==> src/rtl/hue_bbox_tracker.sv <==
// Per-frame hue-window classifier: bounding box and count of matching pixels, published once per frame.
// Optional HUE_BBOX_CENTROID_EN adds per-frame coordinate sums for centroid computation on the HPS side.
module hue_bbox_tracker #(
    parameter int X_WIDTH     = 12,
    parameter int Y_WIDTH     = 12,
    parameter int HUE_WIDTH   = 9,
    parameter int COUNT_WIDTH = 20,
    parameter int MIN_PIXELS  = 16
) (
    input  logic                   iCLK,
    input  logic                   iRST,
    input  logic                   iFVAL,
    input  logic                   iDVAL,
    input  logic [X_WIDTH-1:0]     iX,
    input  logic [Y_WIDTH-1:0]     iY,
    input  logic [HUE_WIDTH-1:0]   iHUE,
    input  logic [HUE_WIDTH-1:0]   iHUE_LO,
    input  logic [HUE_WIDTH-1:0]   iHUE_HI,
    output logic [X_WIDTH-1:0]     oX_MIN,
    output logic [X_WIDTH-1:0]     oX_MAX,
    output logic [Y_WIDTH-1:0]     oY_MIN,
    output logic [Y_WIDTH-1:0]     oY_MAX,
    output logic [COUNT_WIDTH-1:0] oCOUNT,
    output logic                   oFOUND,
    output logic                   oVALID,
    output logic                   oBUSY
`ifdef HUE_BBOX_CENTROID_EN
    ,
    output logic [X_WIDTH+COUNT_WIDTH-1:0] oX_SUM,
    output logic [Y_WIDTH+COUNT_WIDTH-1:0] oY_SUM
`endif
);

    typedef enum logic [2:0] {WAIT_LOW, ARMED, ACCUM, FLUSH, PUBLISH} state_t;

    state_t                 state_q, state_d;
    logic                   fval_prev_q, fval_prev_d;
    logic [HUE_WIDTH-1:0]   lo_q, lo_d, hi_q, hi_d;
    logic                   match_q, match_d;
    logic [X_WIDTH-1:0]     mx_q, mx_d;
    logic [Y_WIDTH-1:0]     my_q, my_d;
    logic [X_WIDTH-1:0]     xmin_q, xmin_d, xmax_q, xmax_d;
    logic [Y_WIDTH-1:0]     ymin_q, ymin_d, ymax_q, ymax_d;
    logic [COUNT_WIDTH-1:0] count_q, count_d;
    logic [X_WIDTH-1:0]     ox_min_q, ox_min_d, ox_max_q, ox_max_d;
    logic [Y_WIDTH-1:0]     oy_min_q, oy_min_d, oy_max_q, oy_max_d;
    logic [COUNT_WIDTH-1:0] ocount_q, ocount_d;
    logic                   ofound_q, ofound_d, ovalid_q, ovalid_d, obusy_q, obusy_d;
    logic                   in_win;
`ifdef HUE_BBOX_CENTROID_EN
    logic [X_WIDTH+COUNT_WIDTH-1:0] xsum_q, xsum_d, ox_sum_q, ox_sum_d;
    logic [Y_WIDTH+COUNT_WIDTH-1:0] ysum_q, ysum_d, oy_sum_q, oy_sum_d;
`endif

    always_comb begin
        state_d     = state_q;
        fval_prev_d = iFVAL;
        lo_d        = lo_q;
        hi_d        = hi_q;
        xmin_d      = xmin_q;
        xmax_d      = xmax_q;
        ymin_d      = ymin_q;
        ymax_d      = ymax_q;
        count_d     = count_q;
        ox_min_d    = ox_min_q;
        ox_max_d    = ox_max_q;
        oy_min_d    = oy_min_q;
        oy_max_d    = oy_max_q;
        ocount_d    = ocount_q;
        ofound_d    = ofound_q;
        ovalid_d    = 1'b0;
`ifdef HUE_BBOX_CENTROID_EN
        xsum_d      = xsum_q;
        ysum_d      = ysum_q;
        ox_sum_d    = ox_sum_q;
        oy_sum_d    = oy_sum_q;
`endif

        // lo > hi means the window wraps through 0 (red)
        if (lo_q <= hi_q) in_win = (iHUE >= lo_q) && (iHUE <= hi_q);
        else              in_win = (iHUE >= lo_q) || (iHUE <= hi_q);
        match_d = iDVAL && iFVAL && (state_q == ACCUM) && in_win;
        mx_d    = iX;
        my_d    = iY;

        if (match_q && (state_q == ACCUM || state_q == FLUSH)) begin
            if (mx_q < xmin_q) xmin_d = mx_q;
            if (mx_q > xmax_q) xmax_d = mx_q;
            if (my_q < ymin_q) ymin_d = my_q;
            if (my_q > ymax_q) ymax_d = my_q;
            if (count_q != '1) begin
                count_d = count_q + 1'b1;
`ifdef HUE_BBOX_CENTROID_EN
                xsum_d  = xsum_q + (X_WIDTH+COUNT_WIDTH)'(mx_q);
                ysum_d  = ysum_q + (Y_WIDTH+COUNT_WIDTH)'(my_q);
`endif
            end
        end

        case (state_q)
            WAIT_LOW: if (!iFVAL) state_d = ARMED;
            ARMED: begin
                // fval_prev_q stops a frame that rose during FLUSH/PUBLISH from being picked up late
                if (!fval_prev_q && iFVAL) begin
                    state_d = ACCUM;
                    lo_d    = iHUE_LO;
                    hi_d    = iHUE_HI;
                    xmin_d  = '1;
                    xmax_d  = '0;
                    ymin_d  = '1;
                    ymax_d  = '0;
                    count_d = '0;
`ifdef HUE_BBOX_CENTROID_EN
                    xsum_d  = '0;
                    ysum_d  = '0;
`endif
                end
            end
            ACCUM: if (!iFVAL) state_d = FLUSH;
            FLUSH: state_d = PUBLISH;
            PUBLISH: begin
                state_d  = ARMED;
                ovalid_d = 1'b1;
                ocount_d = count_q;
                ofound_d = (count_q >= COUNT_WIDTH'(MIN_PIXELS));
                ox_min_d = (count_q == '0) ? '0 : xmin_q;
                ox_max_d = xmax_q;
                oy_min_d = (count_q == '0) ? '0 : ymin_q;
                oy_max_d = ymax_q;
`ifdef HUE_BBOX_CENTROID_EN
                ox_sum_d = xsum_q;
                oy_sum_d = ysum_q;
`endif
            end
            default: state_d = WAIT_LOW;
        endcase

        obusy_d = (state_d == ACCUM) || (state_d == FLUSH);
    end

    always_ff @(posedge iCLK or posedge iRST) begin
        if (iRST) begin
            state_q     <= WAIT_LOW;
            fval_prev_q <= 1'b0;
            lo_q        <= '0;
            hi_q        <= '0;
            match_q     <= 1'b0;
            mx_q        <= '0;
            my_q        <= '0;
            xmin_q      <= '0;
            xmax_q      <= '0;
            ymin_q      <= '0;
            ymax_q      <= '0;
            count_q     <= '0;
            ox_min_q    <= '0;
            ox_max_q    <= '0;
            oy_min_q    <= '0;
            oy_max_q    <= '0;
            ocount_q    <= '0;
            ofound_q    <= 1'b0;
            ovalid_q    <= 1'b0;
            obusy_q     <= 1'b0;
`ifdef HUE_BBOX_CENTROID_EN
            xsum_q      <= '0;
            ysum_q      <= '0;
            ox_sum_q    <= '0;
            oy_sum_q    <= '0;
`endif
        end else begin
            state_q     <= state_d;
            fval_prev_q <= fval_prev_d;
            lo_q        <= lo_d;
            hi_q        <= hi_d;
            match_q     <= match_d;
            mx_q        <= mx_d;
            my_q        <= my_d;
            xmin_q      <= xmin_d;
            xmax_q      <= xmax_d;
            ymin_q      <= ymin_d;
            ymax_q      <= ymax_d;
            count_q     <= count_d;
            ox_min_q    <= ox_min_d;
            ox_max_q    <= ox_max_d;
            oy_min_q    <= oy_min_d;
            oy_max_q    <= oy_max_d;
            ocount_q    <= ocount_d;
            ofound_q    <= ofound_d;
            ovalid_q    <= ovalid_d;
            obusy_q     <= obusy_d;
`ifdef HUE_BBOX_CENTROID_EN
            xsum_q      <= xsum_d;
            ysum_q      <= ysum_d;
            ox_sum_q    <= ox_sum_d;
            oy_sum_q    <= oy_sum_d;
`endif
        end
    end

    assign oX_MIN = ox_min_q;
    assign oX_MAX = ox_max_q;
    assign oY_MIN = oy_min_q;
    assign oY_MAX = oy_max_q;
    assign oCOUNT = ocount_q;
    assign oFOUND = ofound_q;
    assign oVALID = ovalid_q;
    assign oBUSY  = obusy_q;
`ifdef HUE_BBOX_CENTROID_EN
    assign oX_SUM = ox_sum_q;
    assign oY_SUM = oy_sum_q;
`endif

endmodule

==> config.mk <==
export PLATFORM = sky130hd
export DESIGN_NAME = hue_bbox_tracker
export DESIGN_NICKNAME = d
export VERILOG_FILES = /design/src/rtl/hue_bbox_tracker.sv
export SDC_FILE = /design/constraint.sdc
export NUM_CORES = 1
export LEC_CHECK = 0
export ABC_AREA = 1
export BUFFER_PORTS_ARGS = -buffer_cell sky130_fd_sc_hd__buf_2
export CAP_MARGIN = 25
export CORE_MARGIN = 3
export CORE_UTILIZATION = 58
export DETAILED_ROUTE_END_ITERATION = 6
export PLACE_DENSITY_LB_ADDON = 0.15
export RECOVER_POWER = 50
export SLEW_MARGIN = 40
export SYNTH_ARGS = -nofsm -noshare
export SYNTH_HDL_FRONTEND = slang
export SYNTH_SLANG_ARGS = --single-unit
==> constraint.sdc <==
create_clock -name iCLK -period 7.35 [get_ports iCLK]
set_input_delay 0 -clock iCLK [delete_from_list [all_inputs] [get_ports iCLK]]
set_output_delay 0 -clock iCLK [all_outputs]
set_load 0.05 [all_outputs]
==> summary.txt <==
Global route
  – Pin count of the biggest net entering global routing: 111
  – GR Util All Layers: 0.250
  – First-pass GRT wire length: 37200 um
  – GRT Residual Overflow: 0
  – Antenna violations before repair: 0
  – Vias in the first global route: 7810

Worst setup path
  – Cells on worst reg2reg path: 5
  – CP peak stage delay: 2070 ps
  – Startpoint Class: input port
  – CP Max Fanout: 89
  – Critical path class: in -> async
  – Arr. time, crit path: 3650 ps
  – Top delay family on crit path: buffers and inverters
  – Critical Path, Cell by Cell: dlygate4sd3_1 > clkbuf_1 > clkinvlp_2 > buf_4
  – Slowest cell on crit path: clkinvlp_2
  – Required @ worst endpoint: 7860 ps
  – R2R setup slack: 4930 ps
  – RR Endpoint: lo_q[8]
  – Critical path buffer and inverter count: 4
  – Crit end category: async pin
  – Reg-to-reg startpoint: state_q[2]

Layout
  – Diodes inserted: 0
  – Layout Cells excl Fill: 1529
  – Synth-to-layout area growth: 17.1%
  – Final Util: 0.704
  – Layout Nets: 1430
  – Share of cells above drive strength 1: 0.107
  – Fin area: 11400 um^2

Detailed routing
  – Number of remaining DRC errors: 0
  – Routed vias/inst: 5.26
  – DR WL/cell: 14.4 um
  – Met2 WL: 10600 um
  – Pre-antenna DRT Iters: 5
  – DR top layer: met4
  – ANT nets after route: 0
  – 1st-iter DRT viols: 481
  – Final WL: 22100 um
  – Vias: 8045
  – M1 wire length: 10100 um
  – Met3 routed WL: 965 um

Die
  – DIE HEIGHT: 136 um
  – Cell row count: 46
  – # IOs: 126
  – Core area: 16200 um^2
  – Die area: 18400 um^2
  – Chip width: 136 um
  – Initial core utilization: 0.602

Synth
  – Asr flop ratio synth: 1.00
  – Synth unique cells: 36
  – Yosys top cell by area: dfrtp_1
  – Ys flop type: dfrtp_1
  – Yosys reg bits: 186
  – Syn Nets: 1281
  – Top-count cell post-synth: nand2_1
  – Post-synth top cells: nand2_1 (291), dfrtp_1 (186), inv_1 (141), nand3_1 (125), ha_1 (75)
  – Seq/Total Area, Yosys: 0.478
  – Top cells by area, synth: dfrtp_1 (48%), nand2_1 (11%), ha_1 (9.6%)
  – Post-synth EDFFs: 0
  – Synth Area per Inst: 8.45 um^2
  – Cell count after synthesis: 1151
  – Ys Warns: 0
  – Post-Syn Area: 9730 um^2
  – Synth top area share: 0.478

STA
  – Slew Viols, Final: 90
  – Final cycle utilization of the critical path: 0.428
  – RSZ-0062 raised after global routing: no
  – PnR worst setup slack: 4210 ps
  – Least-Margin Pin Slew: 3770 ps
  – Setup Skew: 8.08 ps
  – Max-slew headroom: -1.53
  – Final TNS setup: 0 ps
  – Period minus WS final: 3140 ps
  – Final setup violation count: 0
  – Max Clk Rate: 318 MHz
  – Hold Vio Cnt, Final: 0

Place
  – Routability cong.: 0.813
  – Placed insts: 1452
  – Detailed Place HPWL: 14700 um
  – Post-placement setup slack: 4950 ps
  – PortBufs: 125
  – Dpl cell area: 10400 um^2

Hold path
  – Hold path cells: 2
  – Worst Min Path Start: iX[6]
  – WHS Endpoint: mx_q[6]
  – Min-delay worst type: in -> reg

Clock network
  – CTS root buf: clkbuf_16
  – Total CTS buffers: 17
  – Reg clk slew, reported paths: 60 ps
  – TritonCTS Sinks: 186
  – Htree depth: 4
  – CTS tree: yes
  – CTS Buffer Depth: 2
  – Skew-Pair Late Insertion Delay: 430 ps

Run status
  – Outcome: finished, violations left
  – Failing checks: capacitance limit, slew limit

Power
  – PD cells: 381 nW/um^2
  – Psw: 1.96 mW
  – Switching part of the total power: 0.451
  – Flop pwr share: 0.354
  – Clock Power Share: 0.226
  – Worst VDD drop: 0.345 mV
  – Int Power: 2.38 mW
  – Leakage: 5.94 nW
  – Combinational power share: 0.420

Job
  – Maxcap violations: 1
power groups by stage:
stage	Sequential (mW)	Clock, mW	Combinational, mW
global route	1.57	1.04	2.02
finish	1.54	0.981	1.83
detailed placement	1.54	0	1.85
global placement	1.54	0	1.75
CTS	1.53	0.992	1.88
floorplan	2.08	0	0.832
through the flow:
stage | total power, mW | hold slack (ps)
4_1_cts | 4.40 | 184
5_1_grt | 4.64 | 196
6_report | 4.35 | 201
3_3_place_gp | 3.30 | 108
2_1_floorplan | 2.91 | 31.4
3_5_place_dp | 3.39 | 109
worst max-delay path by stage:
stage | slack (ps) | end | depth (start not counted) | from
5_1_grt | 3590 | ymax_q[6] | 4 | iRST
2_1_floorplan | 2290 | count_q[0] | 1 | iRST
3_5_place_dp | 4950 | lo_q[7] | 5 | state_q[2]
3_3_place_gp | 5040 | hi_q[5] | 6 | state_q[2]
6_report | 4210 | oCOUNT[17] | 4 | iRST
4_1_cts | 4950 | lo_q[5] | 5 | state_q[2]
timing repair:
item	in CTS	in global routing
hold buffers	45	0
hold endpoints to repair	132	0
endpoints found under the setup margin	0	0
gates resized for setup	0	0
setup buffers	0	0
worst register-to-register path, delay by kind of cell (launching register included):
family	cells	cell delay (ps)
buffers and inverters	2	1240
flip-flops	1	470
AND/OR/NAND/NOR	2	180
AO/OA/AOI/OAI	1	420
layout make-up:
type                    count  area [um^2]
clock buffers              20          457
inverters                 150          566
flip-flops and latches    186         4650
clock inverters            12          171
well taps                 216          270
multi-input cells         769         4240
fillers                  1348         4780
repair buffers            176         1040
per-layer routing:
| metal | global-route usage | vias up |
|---|---|---|
| met1 | 0.341 | 3789 |
| met4 | 0.0789 | 0 |
| met5 | 0 | - |
| met3 | 0.0475 | 33 |
| li1 | - | 4008 |
| met2 | 0.407 | 215 |
logic make-up after synthesis:
group           share of synthesized area
compound gates                     0.0739
simple gates                        0.255
buf+inv                            0.0882
xor+xnor                          0.00810
fa+ha+maj                          0.0964
flops                               0.478
layout by cell type, fill, tap and decap left out, types with 2 or more instances in the layout:
master | Yosys | final
clkinvlp_4 | 0 | 3
dlygate4sd3_1 | 0 | 45
nor2_2 | 3 | 3
nand2_1 | 291 | 289
ha_1 | 75 | 75
inv_2 | 8 | 8
nor2_1 | 74 | 74
nand3_4 | 2 | 2
o21ai_0 | 54 | 54
clkbuf_1 | 11 | 74
buf_2 | 19 | 51
nand3_2 | 13 | 15
a21oi_1 | 54 | 54
nor3_1 | 2 | 2
nand2_4 | 1 | 2
clkinv_2 | 1 | 5
bufinv_16 | 0 | 4
clkbuf_8 | 0 | 2
nor2_4 | 5 | 5
nand2_2 | 8 | 9
nand4_1 | 18 | 18
o21bai_1 | 2 | 2
nand3_1 | 125 | 123
buf_4 | 6 | 4
clkbuf_16 | 0 | 17
xor2_1 | 8 | 8
o21ai_1 | 19 | 19
inv_1 | 141 | 140
dfrtp_1 | 186 | 186
buf_6 | 10 | 2
a21o_1 | 3 | 3
o21a_1 | 3 | 3
Power figures use the tool's default switching activity.
